--- config.mk ---
export PLATFORM = sky130hd
export DESIGN_NAME = rr_onehot_sel4_flat
export DESIGN_NICKNAME = d
export VERILOG_FILES = /design/src/rtl/rr_onehot_sel4_pkg.sv /design/src/rtl/rr_onehot_sel4_if.sv /design/src/rtl/rr_pick4.sv /design/src/rtl/rr_onehot_sel4.sv /design/src/flat_wrapper.sv
export SDC_FILE = /design/constraint.sdc
export NUM_CORES = 1
export LEC_CHECK = 0
export ABC_AREA = 1
export CORE_MARGIN = 2
export CORE_UTILIZATION = 50
export DETAILED_ROUTE_END_ITERATION = 8
export PLACE_DENSITY_LB_ADDON = 0.05
export SKIP_CTS_REPAIR_TIMING = 1
export SYNTH_ARGS = -nofsm -noshare
export SYNTH_HDL_FRONTEND = slang
export SYNTH_SLANG_ARGS = --single-unit
--- constraint.sdc ---
create_clock -name clk -period 1.9 [get_ports clk]
set_input_delay 0.19 -clock clk [delete_from_list [all_inputs] [get_ports clk]]
set_output_delay 0.19 -clock clk [all_outputs]
set_load 0.005 [all_outputs]
--- src/rtl/rr_onehot_sel4_pkg.sv ---
// Shared definitions for the one-hot mux-select arbiter family:
// port count, FSM state encoding and the one-hot to binary index helper.
package rr_onehot_sel4_pkg;

    localparam int N_PORTS = 4;
    localparam int IDX_W   = 2;

    typedef enum logic {
        ST_IDLE  = 1'b0,
        ST_GRANT = 1'b1
    } state_t;

    // OR-reduction encoder: correct for one-hot or all-zero inputs, which are
    // the only values the arbiter ever presents.
    function automatic logic [IDX_W-1:0] onehot_to_idx(input logic [N_PORTS-1:0] oh);
        logic [IDX_W-1:0] idx;
        idx = '0;
        for (int i = 0; i < N_PORTS; i++) begin
            if (oh[i]) begin
                idx = idx | IDX_W'(i);
            end
        end
        return idx;
    endfunction

endpackage

--- src/rtl/rr_onehot_sel4_if.sv ---
// Request/grant bundle between requesters and the one-hot select arbiter.
// Handshake: req is level-held by each port; a grant lasts while select has the
// port's bit set; the owner ends it with a one-cycle done pulse or by dropping req.
interface rr_onehot_sel4_if import rr_onehot_sel4_pkg::*; ();

    logic [N_PORTS-1:0] req;
    logic               done;
    logic [N_PORTS-1:0] select;
    logic [IDX_W-1:0]   sel_idx;
    logic               busy;
    logic               timeout;
    state_t             dbg_state;

    modport master (
        output req,
        output done,
        input  select,
        input  sel_idx,
        input  busy,
        input  timeout,
        input  dbg_state
    );

    modport slave (
        input  req,
        input  done,
        output select,
        output sel_idx,
        output busy,
        output timeout,
        output dbg_state
    );

endinterface

--- src/rtl/rr_pick4.sv ---
// Combinational rotating-priority pick: first set req bit scanning upward
// from ptr (modulo 4), returned one-hot.
module rr_pick4 import rr_onehot_sel4_pkg::*; (
    input  logic [N_PORTS-1:0] req,
    input  logic [IDX_W-1:0]   ptr,
    output logic [N_PORTS-1:0] grant,
    output logic               any
);

    logic [IDX_W-1:0] idx;
    logic             found;

    always_comb begin
        grant = '0;
        found = 1'b0;
        idx   = '0;
        for (int i = 0; i < N_PORTS; i++) begin
            idx = ptr + IDX_W'(i);
            if (!found && req[idx]) begin
                grant[idx] = 1'b1;
                found      = 1'b1;
            end
        end
    end

    assign any = |req;

endmodule

--- src/rtl/rr_onehot_sel4.sv ---
// Round-robin arbiter producing a registered one-hot mux select with a
// mandatory idle cycle between grants and a bounded hold time.
module rr_onehot_sel4 import rr_onehot_sel4_pkg::*; #(
    parameter int MAX_HOLD = 15
) (
    input logic              clk,
    input logic              rst_n,
    rr_onehot_sel4_if.slave  bus
);

    localparam int               CNT_W     = $clog2(MAX_HOLD + 1);
    localparam logic [CNT_W-1:0] HOLD_LAST = CNT_W'(MAX_HOLD - 1);

    state_t             state_q, state_d;
    logic [IDX_W-1:0]   ptr_q, ptr_d;
    logic [CNT_W-1:0]   cnt_q, cnt_d;
    logic [N_PORTS-1:0] select_q, select_d;
    logic [IDX_W-1:0]   sel_idx_q, sel_idx_d;
    logic               busy_q, busy_d;
    logic               timeout_q, timeout_d;

    logic [N_PORTS-1:0] pick_grant;
    logic               pick_any;
    logic               owner_req;
    logic               hold_hit;
    logic               release_now;

    rr_pick4 u_pick (
        .req   (bus.req),
        .ptr   (ptr_q),
        .grant (pick_grant),
        .any   (pick_any)
    );

    // Only the owner's request line matters once granted; other ports are ignored.
    assign owner_req   = |(bus.req & select_q);
    assign hold_hit    = (cnt_q == HOLD_LAST);
    assign release_now = bus.done || !owner_req || hold_hit;

    always_comb begin
        state_d   = state_q;
        ptr_d     = ptr_q;
        cnt_d     = cnt_q;
        select_d  = select_q;
        sel_idx_d = sel_idx_q;
        busy_d    = busy_q;
        timeout_d = 1'b0;
        case (state_q)
            ST_IDLE: begin
                if (pick_any) begin
                    state_d   = ST_GRANT;
                    select_d  = pick_grant;
                    sel_idx_d = onehot_to_idx(pick_grant);
                    busy_d    = 1'b1;
                    cnt_d     = '0;
                end
            end
            ST_GRANT: begin
                if (release_now) begin
                    state_d   = ST_IDLE;
                    select_d  = '0;
                    sel_idx_d = '0;
                    busy_d    = 1'b0;
                    cnt_d     = '0;
                    ptr_d     = sel_idx_q + IDX_W'(1);
                    // Forced release is flagged only when nothing else ended the grant.
                    timeout_d = hold_hit && !bus.done && owner_req;
                end else begin
                    cnt_d = cnt_q + CNT_W'(1);
                end
            end
            default: begin
                state_d   = ST_IDLE;
                select_d  = '0;
                sel_idx_d = '0;
                busy_d    = 1'b0;
                cnt_d     = '0;
            end
        endcase
    end

    always_ff @(posedge clk) begin
        if (!rst_n) begin
            state_q   <= ST_IDLE;
            ptr_q     <= '0;
            cnt_q     <= '0;
            select_q  <= '0;
            sel_idx_q <= '0;
            busy_q    <= 1'b0;
            timeout_q <= 1'b0;
        end else begin
            state_q   <= state_d;
            ptr_q     <= ptr_d;
            cnt_q     <= cnt_d;
            select_q  <= select_d;
            sel_idx_q <= sel_idx_d;
            busy_q    <= busy_d;
            timeout_q <= timeout_d;
        end
    end

    assign bus.select    = select_q;
    assign bus.sel_idx   = sel_idx_q;
    assign bus.busy      = busy_q;
    assign bus.timeout   = timeout_q;
    assign bus.dbg_state = state_q;

endmodule

--- src/flat_wrapper.sv ---
// flat-port wrapper written by rule: the top's interface ports become plain ports
module rr_onehot_sel4_flat import rr_onehot_sel4_pkg::*;
#(
    parameter int MAX_HOLD = 15
)
  (clk, rst_n, bus_req, bus_done, bus_select, bus_sel_idx, bus_busy, bus_timeout, bus_dbg_state);
  rr_onehot_sel4_if bus_i ();
  input logic clk;
  input logic rst_n;
  input wire logic [$bits(bus_i.req)-1:0] bus_req;
  input wire logic [$bits(bus_i.done)-1:0] bus_done;
  output wire logic [$bits(bus_i.select)-1:0] bus_select;
  output wire logic [$bits(bus_i.sel_idx)-1:0] bus_sel_idx;
  output wire logic [$bits(bus_i.busy)-1:0] bus_busy;
  output wire logic [$bits(bus_i.timeout)-1:0] bus_timeout;
  output wire logic [$bits(bus_i.dbg_state)-1:0] bus_dbg_state;
  assign bus_i.req = bus_req;
  assign bus_i.done = bus_done;
  assign bus_select = bus_i.select;
  assign bus_sel_idx = bus_i.sel_idx;
  assign bus_busy = bus_i.busy;
  assign bus_timeout = bus_i.timeout;
  assign bus_dbg_state = bus_i.dbg_state;
  rr_onehot_sel4 #(.MAX_HOLD(MAX_HOLD)) u_core (.clk(clk), .rst_n(rst_n), .bus(bus_i));
endmodule
* After elaboration in Yosys (flattened, before gate mapping)
Index checks and enable logic that the tools add are counted.
** Operators by class
- Shifts and indexed selects :: 0
- Reduce and logical (&&, ||, !) cells :: 21
- Muxes and demuxes :: 41
- Divide/modulo/power cells :: 0
- Bitwise operators :: 5
- Magnitude comparators :: 8
- Add/sub/neg operators :: 5
- $mul :: 0
- Eq/ne operators :: 3
** Operator list (count)
- two-way mux 4 bit :: 8
- two-way mux 1 bit :: 16
- one-hot mux 4 bit (2 select lines) :: 2
- < comparator 2 x 3 -> 1 bit, second input constant :: 4
- bitwise OR 4 bit :: 3
- logical AND 1 bit :: 9
- binary-select mux 1 bit (select 2 bit) :: 4
- demux 1 bit (select 2 bit) :: 4
- greater-or-equal comparator 2 x 1 -> 1 bit, second input constant :: 4
- two-way mux 2 bit :: 4
- OR reduction 4 bit :: 2
- zero test 1 bit :: 5
- adder 2 x 1 -> 2 bit, second input constant :: 2
- adder 2 bit, second input constant :: 2
- adder 4 x 1 -> 4 bit, second input constant :: 1
- AND 4 bit :: 1
- equality test 4 bit, second input constant :: 1
- one-hot mux 1 bit (2 select lines) :: 2
- one-hot mux 2 bit (2 select lines) :: 1
- AND reduction 2 bit :: 2
- AND reduction 3 bit :: 1
- logical OR 1 bit :: 2
- != test 2 x 1 -> 1 bit, second input constant :: 1
- != test 2 bit, second input constant :: 1
- NOT 1 bit :: 1
** Word-level totals
- Bits in read-only memories :: 0
- Latch bits :: 0
- Input port bits :: 7
- Memories kept :: 0
- RAM bits :: 0
- Register bits :: 15

* Depth between registers and ports, before layout
Gate-level depths: netlist of run 1.
- Word-level depth :: 17
- Depth in mapped cells :: 14
- Depth with buffers taken out :: 13

* Modules after synthesis
A second synthesis of run 1 with hierarchy kept.
** Second synthesis, totals
- Cells, all modules :: 159
- Area, all modules :: 1078.5 µm²
** By module, submodules not included
- rr_onehot_sel4 :: area each 673.1 µm², times used 1, cells an instance 85, seq. area each 300.3 µm²
- rr_pick4 :: area each 405.4 µm², times used 1, cells an instance 74, seq. area each 0.0 µm²

* Worst setup path after synthesis of run 1
Ideal clock, no wire load.
- Path kind :: register -> register
- Start :: register u_core.ptr_q[1]
- End :: register u_core.sel_idx_q[1], in the netlist u_core.bus.sel_idx[1]
- Setup time :: 0.056 ns
- Clock period less this slack :: 1.733 ns
- Setup slack :: 0.167 ns
- Arrival time :: 1.678 ns
- Buffers on the path :: 0
- Cell stages (with the launch flop) :: 14
- Cells stage by stage :: dfxtp_1 -> inv_1 -> ha_1 -> inv_1 -> nand3_1 -> nand2_2 -> nand2_4 -> nor2_4 -> nand2_1 -> nand3_2 -> nand2_2 -> nand3_1 -> nand2_1 -> inv_1
** Between the ends
- Longest elaborated chain between the ends :: 16
** RTL lines
- start: declaration :: line rr_onehot_sel4.sv:15 : logic [IDX_W-1:0] ptr_q, ptr_d;
- start signal: assignment :: line rr_onehot_sel4.sv:93 : ptr_q <= ptr_d;
- parallel branches: the longest is 11 deep, another holds < comparator 2 x 3 -> 1 bit
- two-way mux 4 bit * :: line rr_pick4.sv:19 : if (!found && req[idx]) begin
- two-way mux 2 bit :: line rr_onehot_sel4_pkg.sv:19 : if (oh[i]) begin
- two-way mux 2 bit * :: line rr_onehot_sel4_pkg.sv:19
- two-way mux 2 bit * :: line rr_onehot_sel4.sv:50 : if (pick_any) begin
- one-hot mux 2 bit (2 select lines) * :: line rr_onehot_sel4.sv:48 : case (state_q)
- end signal: assignment :: line rr_onehot_sel4.sv:96 : sel_idx_q <= sel_idx_d;
- end: declaration :: line rr_onehot_sel4.sv:18 : logic [IDX_W-1:0] sel_idx_q, sel_idx_d;
Mark *: on every way between the ends. The select of a mux whose other input is x is not followed.
A chain may end at the register's enable or synchronous reset.

* Worst setup path in the final report of run 1
- Start :: register u_core.ptr_q[0]
- End :: register u_core.sel_idx_q[1], in the netlist u_core.bus.sel_idx[1]
The elaborated chain is that of the path after synthesis.

==> results of run 1 <==
-- kinds of logic (layout without fill, tap and decap cells) --
logic type	after synthesis	after routing	synth area share [%]
xor gates and xnor gates	3	3	2.48
buffers and inverters	18	39	7.56
and+or+nand+nor	90	90	45.2
adders and majority gates	8	8	9.45
AOI/OAI and AO/OA	14	14	6.97
DFF	15	15	28.3
-- through the flow --
| step | cells | cell area [um2] | hold slack, ps |
|---|---|---|---|
| floorplan | 148 | 1060 | 288 |
| global placement | 192 | 1250 | 467 |
| detailed placement | 192 | 1250 | 463 |
| CTS | 196 | 1280 | 474 |
| global route | 196 | 1290 | 491 |
| finish | 196 | 1290 | 471 |
-- power by group through the flow --
stage | Combinational, mW | Clock [mW] | Sequential (mW)
6_report | 0.519 | 0.177 | 0.387
5_1_grt | 0.574 | 0.192 | 0.392
4_1_cts | 0.495 | 0.188 | 0.386
3_5_place_dp | 0.493 | 0 | 0.394
3_3_place_gp | 0.484 | 0 | 0.393
2_1_floorplan | 0.333 | 0 | 0.395
-- final cells by class --
cell class	count	area (um2)	share of cell area (%)
Timing Repair Buffer	18	173	13.3
Tap cell	27	33.8	2.61
Sequential cell	15	302	23.3
Inverter	17	68.8	5.31
Clock buffer	4	26.3	2.03
Multi-Input combinational cell	115	692	53.4
-- cells in the mapped netlist, drive strengths merged --
cell type  instances
xor2               2
nand3             31
nand2             48
nor3               1
a21oi             10
inv               15
dfxtp             15
nand3b             1
clkinv             2
o21ai              3
ha                 8
xnor2              1
nor2               5
a2bb2oi            1
nand4              3
nor4               1
buf                1
-- worst max-delay path: cells and delay by family, from the launching register on --
kind / cells / cell delay [ps]
fa+ha+maj: 1 / 280
flops: 1 / 380
simple gates: 8 / 790
buf+inv: 3 / 170
-- sequential cells by signal (all words and copies together) (netlist names) --
register and count:
u_core.bus.timeout 1, u_core.bus.dbg_state 1, u_core.cnt_q 4, u_core.bus.sel_idx 2, u_core.bus.busy 1, u_core.ptr_q 2
u_core.bus.select 4
-- path summary, 6_finish.rpt --
check,start,end,slack [ps],depth (start not counted)
max reg2reg,u_core.ptr_q[0],u_core.bus.sel_idx[1],170,12
min,u_core.bus.busy,u_core.bus.busy,470,2
min reg2reg,u_core.bus.busy,u_core.bus.busy,470,2
max,u_core.ptr_q[0],u_core.bus.sel_idx[1],170,12
-- per-layer routing --
layer / routed length, um / vias up
li1: - / 534
met1: 1120 / 483
met2: 1180 / 36
met3: 150 / 2
met4: 9 / 0
met5: 0 / -
==> flow_summary_export.csv, run 1 <==
group,metric,value,unit
run_status,outcome,"finished, final reports clean",
cts,insertion_delay,280,ps
drt,ant_nets,0,
sta,fin_crit_sh,91.2,%
logic_synthesis,synth_cell_type_count,23,
sta,fmax,577,MHz
layout,fin_nets,185,
logic_synthesis,ys_ff_latch,15,
sta,tns,0,ps
logic_synthesis,syn_area,1060,um2
power,seq_power_share,35.8,%
logic_synthesis,synth_area_leaders,"dfxtp_1 (28%), nand2_1 (14%), nand3_1 (13%)",
logic_synthesis,yosysSeqAreaShare,28.3,%
grt,grt_use_met1,27.4,%
place,place_hpwl,1870,um
logic_synthesis,syn-num-nets,163,
sta,drv_slew,0,
critical_path,cp_cell_sequence,"inv_6 > ha_4 > inv_1 > nand3_1 > nand2_1 > nand3_1 > nand2_1 > nand3b_1 > nand2_1 > nand3_1 > nand2_1 > inv_1",
sta,rsz0062_at_grt,"no",
drt,vias,1055,
critical_path,start_kind,"flip-flop",
grt,antenna_found_initial,0,
cts,cts_tree,"yes",
grt,grt_max_degree,11,
logic_synthesis,synth.avg_cell_area,7.16,um2
critical_path,cp-end-kind,"flip-flop",
power,power.switching,0.433,mW
power,pwr-share-comb,47.9,%
layout,num_antenna_cells,0,
critical_path,critPathMaxFanout,9,
sta,fin_ws,167,ps
grt,overflow,0,
logic_synthesis,yosysWarnings,0,
floorplanning,start_util,53.5,%
floorplanning,dieArea,2500,um2
cts,path_clk_slew,80,ps
grt,grt_pass1_vias,891,
sta,fin_crit,1730,ps
sta,worst_pin_slew,385,ps
cts,cts.path.max_buffers,2,
floorplanning,core-area,1980,um2
drt,drc_errors,0,
floorplanning,fp-row-count,16,
logic_synthesis,synth_top_cell_by_area,"dfxtp_1",
layout,final_util,65.3,%
power,p_leak,0.583,nW
floorplanning,dieHeight,50.0,um
place,routabilityCongestion,0.828,
logic_synthesis,synthCells,148,
hold_path,hp-class,"flip-flop to flip-flop",
layout,drive_gt1_share,13.6,%
power,ir_drop,0.000506,V
drt,totalWireLength,2460,um
drt,avgRoutedWirePerCell,12.6,um
job,drv_cap,0,
grt,met2_usage,32.5,%
logic_synthesis,synth_top_cell_area_share,28.3,%
layout,nFillCells,175,
place,io_buffers,15,
drt,first_pass_iters,4,
critical_path,crit_type,"flip-flop to flip-flop",
power,p_int,0.650,mW
power,power_density,836,nW/um2
grt,grt-busiest-layer,"met2",
critical_path,critPathMaxStageDelay,380,ps
cts,clockRootBuffer,"clkbuf_4",
sta,slew_headroom,74.3,%
grt,met3_usage,6.06,%
cts,cts_buffers,3,
layout,syn2layout_area_growth,22.2,%
sta,timing_hold_violations_final,0,
power,pwr-share-clk,16.3,%
layout,mostFrequentLayoutCells,"nand2_1 (39), nand3_1 (28), clkdlybuf4s50_1 (15)",
grt,grt_pass1_wl,3930,um
drt,vias_per_cell,5.38,
critical_path,cpMaxStageDelayCell,"dfxtp_2",
floorplanning,io_pins,16,
critical_path,required,2080,ps
floorplanning,dieWidth,50.0,um
place,pre_cts_ws,93.0,ps
drt,drt_iter0_markers,27,
grt,grtUsageTotal,20.6,%
layout,final_common_cell,"nand2_1",
cts,htree_levels,1,
power,sw_frac_of_total,40.0,%
sta,skew,5.50,ps
cts,numClockSinks,15,
power,finalPower,1.08,mW
critical_path,crit_path_frequent_cell,"nand2_1",
sta,finalSetupViolCount,0,
critical_path,crit_arrival,1920,ps
Note: power is estimated with default switching activity, not from simulation.
==> run 2, diff against run 1 <==
- CORE_UTILIZATION: 50 -> 47
- GPL_TIMING_DRIVEN: default -> 0
- SLEW_MARGIN: default -> 30
- clock period: 1.9 -> 1.59 ns (I/O delays scaled with it)
==> flow_summary_export.csv, run 2 (synthesized netlist as in run 1, its figures left out) <==
group,metric,value,unit
critical_path,reg2regPathDepth,11,
drt,avgRoutedWirePerCell,13.5,um
floorplanning,io_pins,16,
grt,grtUsageTotal,20.9,%
hold_path,min_from,"u_core.bus.busy",
layout,mostFrequentLayoutCells,"nand2_1 (33), nand3_1 (19), clkdlybuf4s50_1 (15)",
sta,fin_crit,1740,ps
cts,numClockSinks,15,
cts,htree_levels,1,
drt,drc_errors,0,
power,finalPower,1.48,mW
place,place_hpwl,1970,um
critical_path,start_kind,"flip-flop",
critical_path,cp-end-kind,"flip-flop",
grt,overflow,0,
sta,worst_pin_slew,319,ps
drt,drt_iter0_markers,32,
power,ir_drop,0.000680,V
sta,rsz0062_at_grt,"yes",
layout,drive_gt1_share,28.2,%
sta,skew,4.57,ps
hold_path,hp-class,"flip-flop to flip-flop",
sta,timing_hold_violations_final,0,
drt,ant_nets,0,
critical_path,crit_arrival,1960,ps
place,pre_cts_ws,-217,ps
hold_path,min_path_cells,2,
grt,grt_pass1_vias,1004,
cts,clockRootBuffer,"clkbuf_4",
layout,nFillCells,191,
drt,totalWireLength,2720,um
sta,fin_crit_sh,109,%
layout,instances_no_fill,202,
power,p_leak,0.657,nW
floorplanning,core-area,2170,um2
floorplanning,dieHeight,51.5,um
layout,fin_nets,190,
cts,insertion_delay,290,ps
run_status,outcome,"finished with violations",
layout,final_util,67.5,%
layout,syn2layout_area_growth,38.1,%
place,io_buffers,15,
job,drv_cap,0,
critical_path,r2r-start,"u_core.ptr_q[0]",
drt,first_pass_iters,4,
critical_path,crit_type,"flip-flop to flip-flop",
sta,drv_slew,0,
floorplanning,dieWidth,51.5,um
critical_path,timing.rr.end,"u_core.bus.select[2]",
cts,cts.path.max_buffers,2,
cts,cts_tree,"yes",
sta,slew_headroom,78.7,%
hold_path,min_to,"u_core.bus.busy",
sta,fin_ws,-148,ps
floorplanning,start_util,48.8,%
place,routabilityCongestion,0.793,
critical_path,critPathMaxFanout,4,
run_status,failed_checks,"setup timing",
floorplanning,fp-row-count,17,
sta,fmax,575,MHz
critical_path,reg2reg_setup_slack,-150,ps
floorplanning,dieArea,2650,um2
critical_path,required,1810,ps
layout,num_antenna_cells,0,
power,power_density,1010,nW/um2
cts,path_clk_slew,100,ps
drt,vias_per_cell,5.44,
grt,grt_pass1_wl,4240,um
layout,final_common_cell,"nand2_1",
grt,grt_max_degree,11,
place,placedCellCount,191,
grt,antenna_found_initial,0,
sta,finalSetupViolCount,6,
cts,cts_buffers,3,
drt,vias,1098,
-- run 2: cell types whose count changed in the layout (fill, tap and decap cells not counted), moves of 4 or more --
| cell | change |
|---|---|
| nand3_2 | +9 |
| nand2_1 | -6 |
| nand3_1 | -9 |
| nand2_2 | +4 |
-- run 2: stage by stage --
stage                     cell area, um2  hold slack, ps  setup TNS [ps]
after detailed placement            1260             459           -1260
after global routing                1460             511           -1310
after CTS                           1290             475           -1150
final                               1460             469            -717
after global placement              1260             455            -859
after floorplan                     1070             257               0
-- run 2: worst max path at each step --
| stage | end | cells past startpoint | from |
|---|---|---|---|
| floorplan | u_core.bus.sel_idx[1] | 14 | u_core.ptr_q[0] |
| global placement | u_core.ptr_q[0] | 8 | bus_req[2] |
| detailed placement | u_core.bus.sel_idx[1] | 14 | u_core.ptr_q[0] |
| CTS | u_core.bus.sel_idx[1] | 14 | u_core.ptr_q[0] |
| global route | u_core.bus.select[2] | 11 | u_core.ptr_q[0] |
| finish | u_core.bus.select[2] | 11 | u_core.ptr_q[0] |
-- run 2: per-layer routing --
layer / track usage, % / part of all wire (%)
met5: 0 / 0
met4: 8.33 / 0.99
met3: 1.75 / 3.3
met2: 39.1 / 55
met1: 24.2 / 41
-- run 2: worst max-delay path, stage by stage (launching register included) --
cell      delay [ps]
dfxtp_4          370
buf_8            120
clkinv_8          60
ha_4             300
nand3_2           90
nand2_2           90
nand2_4           70
nor2_4           160
nand2_1           70
nand3b_1         120
nand2_2           80
a21oi_1          130
-- run 2: final cells by class --
class	instances	area, um2	share of cell area (%)
multi-input cells	115	769	52.6
flip-flops and latches	15	308	21.0
repair buffers	22	228	15.6
inverters	17	81.3	5.56
well taps	28	35.0	2.39
clock buffers	3	22.5	1.54
plain buffers	1	15.0	1.03
clock inverters	1	5.00	0.342
-- run 2: power by group --
part	leakage, nW	switching, mW	internal [mW]	total [mW]
combinational	0.515	0.424	0.353	0.777
clock	0.0177	0.130	0.0935	0.224
sequential	0.124	0.0513	0.424	0.475
total	0.657	0.605	0.871	1.48
==> run 3, diff against run 2 <==
- CORE_UTILIZATION: 47 -> 50
- clock period: 1.59 -> 1.6 ns (I/O delays scaled with it)
==> flow_summary_export.csv, run 3 (synthesized netlist as in run 1, its figures left out) <==
group,metric,value,unit
run_status,outcome,"finished with violations",
run_status,failed_checks,"setup timing",
critical_path,r2r-start,"u_core.ptr_q[0]",
cts,path_clk_slew,80,ps
layout,mostFrequentLayoutCells,"nand2_1 (33), nand3_1 (21), clkdlybuf4s50_1 (15)",
floorplanning,fp-row-count,16,
grt,grt_pass1_vias,926,
layout,final_common_cell,"nand2_1",
drt,totalWireLength,2590,um
place,place_area,1260,um2
critical_path,cp-end-kind,"flip-flop",
sta,worst_pin_slew,312,ps
sta,skew,2.42,ps
floorplanning,dieWidth,50.0,um
sta,timing_hold_violations_final,0,
critical_path,reg2regPathDepth,12,
drt,drc_errors,0,
place,pre_cts_ws,-179,ps
sta,rsz0062_at_grt,"yes",
layout,fin_nets,191,
drt,vias_per_cell,5.29,
layout,final_area,1420,um2
hold_path,min_to,"u_core.bus.busy",
hold_path,hp-class,"flip-flop to flip-flop",
drt,met3_length,70,um
layout,syn2layout_area_growth,34.4,%
sta,tns,-868,ps
critical_path,critPathTopFamily,"simple AND/OR/NAND/NOR gates",
cts,insertion_delay,280,ps
sta,fin_crit,1780,ps
drt,ant_nets,0,
critical_path,critPathMaxStageDelay,360,ps
cts,htree_levels,1,
power,p_leak,0.642,nW
sta,fin_ws,-184,ps
sta,drv_slew,0,
floorplanning,core-area,1980,um2
drt,m1WireLength,1140,um
cts,clockRootBuffer,"clkbuf_4",
sta,fin_crit_sh,111,%
layout,instances_no_fill,202,
critical_path,cpMaxStageDelayCell,"dfxtp_4",
critical_path,crit_type,"flip-flop to flip-flop",
place,placedCellCount,190,
critical_path,crit_arrival,2000,ps
sta,fmax,561,MHz
floorplanning,dieHeight,50.0,um
grt,grt_max_degree,11,
drt,highest_layer,"met4",
cts,cts_tree,"yes",
place,routabilityCongestion,0.788,
place,io_buffers,15,
layout,num_antenna_cells,0,
sta,slew_headroom,79.1,%
cts,numClockSinks,15,
grt,antenna_found_initial,0,
floorplanning,dieArea,2500,um2
layout,drive_gt1_share,26.9,%
job,drv_cap,0,
place,place_hpwl,1840,um
sta,finalSetupViolCount,6,
grt,grtUsageTotal,20.4,%
hold_path,min_from,"u_core.bus.busy",
critical_path,start_kind,"flip-flop",
drt,wl_met2,1350,um
drt,vias,1068,
hold_path,min_path_cells,2,
cts,cts_buffers,3,
grt,overflow,0,
critical_path,timing.rr.end,"u_core.bus.select[0]",
cts,cts.path.max_buffers,2,
drt,drt_iter0_markers,20,
critical_path,crit_path_frequent_cell,"nand2_1",
critical_path,required,1820,ps
critical_path,reg2reg_setup_slack,-180,ps
drt,first_pass_iters,4,
grt,grt_pass1_wl,3960,um
floorplanning,io_pins,16,
critical_path,cp_cell_sequence,"buf_8 > clkinv_8 > ha_4 > nand3_2 > nand2_2 > nand2_4 > nor2_4 > buf_4 > nand2_1 > nand4_1 > nand2_1 > a21oi_1",
floorplanning,start_util,53.5,%
drt,avgRoutedWirePerCell,12.8,um
power,ir_drop,0.000671,V
critical_path,critPathMaxFanout,6,
critical_path,cp_num_buf_inv,3,
sta,holdWs,473,ps
power,power_density,983,nW/um2
[run 3: metal layers]
layer	track usage [%]	vias to the layer above
li1	-	545
met2	35.1	21
met5	0	-
met3	2.42	5
met4	8.33	0
met1	25.3	497
[run 3: where the power goes]
part | total, mW | switching (mW) | internal (mW)
registers | 0.469 | 0.0479 | 0.421
logic | 0.715 | 0.398 | 0.317
clock network | 0.215 | 0.118 | 0.0969
[run 3: worst register-to-register path: stages (launching register included)]
cell	delay [ps]
dfxtp_4	360
buf_8	130
clkinv_8	60
ha_4	310
nand3_2	100
nand2_2	90
nand2_4	70
nor2_4	140
buf_4	140
nand2_1	50
nand4_1	100
nand2_1	70
a21oi_1	120
[run 3: metrics by stage]
step	total power [mW]	utilization [%]
2_1_floorplan	0.880	-
3_3_place_gp	1.04	63.5
3_5_place_dp	1.05	63.5
4_1_cts	1.27	64.8
5_1_grt	1.50	71.8
6_report	1.40	71.8
[run 3: worst max path at each step]
stage,end,cells after the start,start,slack [ps]
floorplan,u_core.bus.sel_idx[1],14,u_core.ptr_q[0],30
global placement,u_core.bus.sel_idx[1],13,u_core.ptr_q[0],-140
detailed placement,u_core.bus.sel_idx[1],14,u_core.ptr_q[0],-180
CTS,u_core.bus.sel_idx[1],14,u_core.ptr_q[0],-200
global route,u_core.bus.sel_idx[0],14,u_core.ptr_q[0],-260
finish,u_core.bus.select[0],12,u_core.ptr_q[0],-180
[run 3: layout make-up]
| cell class | instances | area (um2) |
|---|---|---|
| inverter | 17 | 81.3 |
| timing repair buffer | 23 | 210 |
| clock buffer | 4 | 26.3 |
| fill | 166 | 558 |
| buffer | 1 | 15.0 |
| tap | 27 | 33.8 |
| sequential | 15 | 308 |
| multi-input combinational | 115 | 749 |
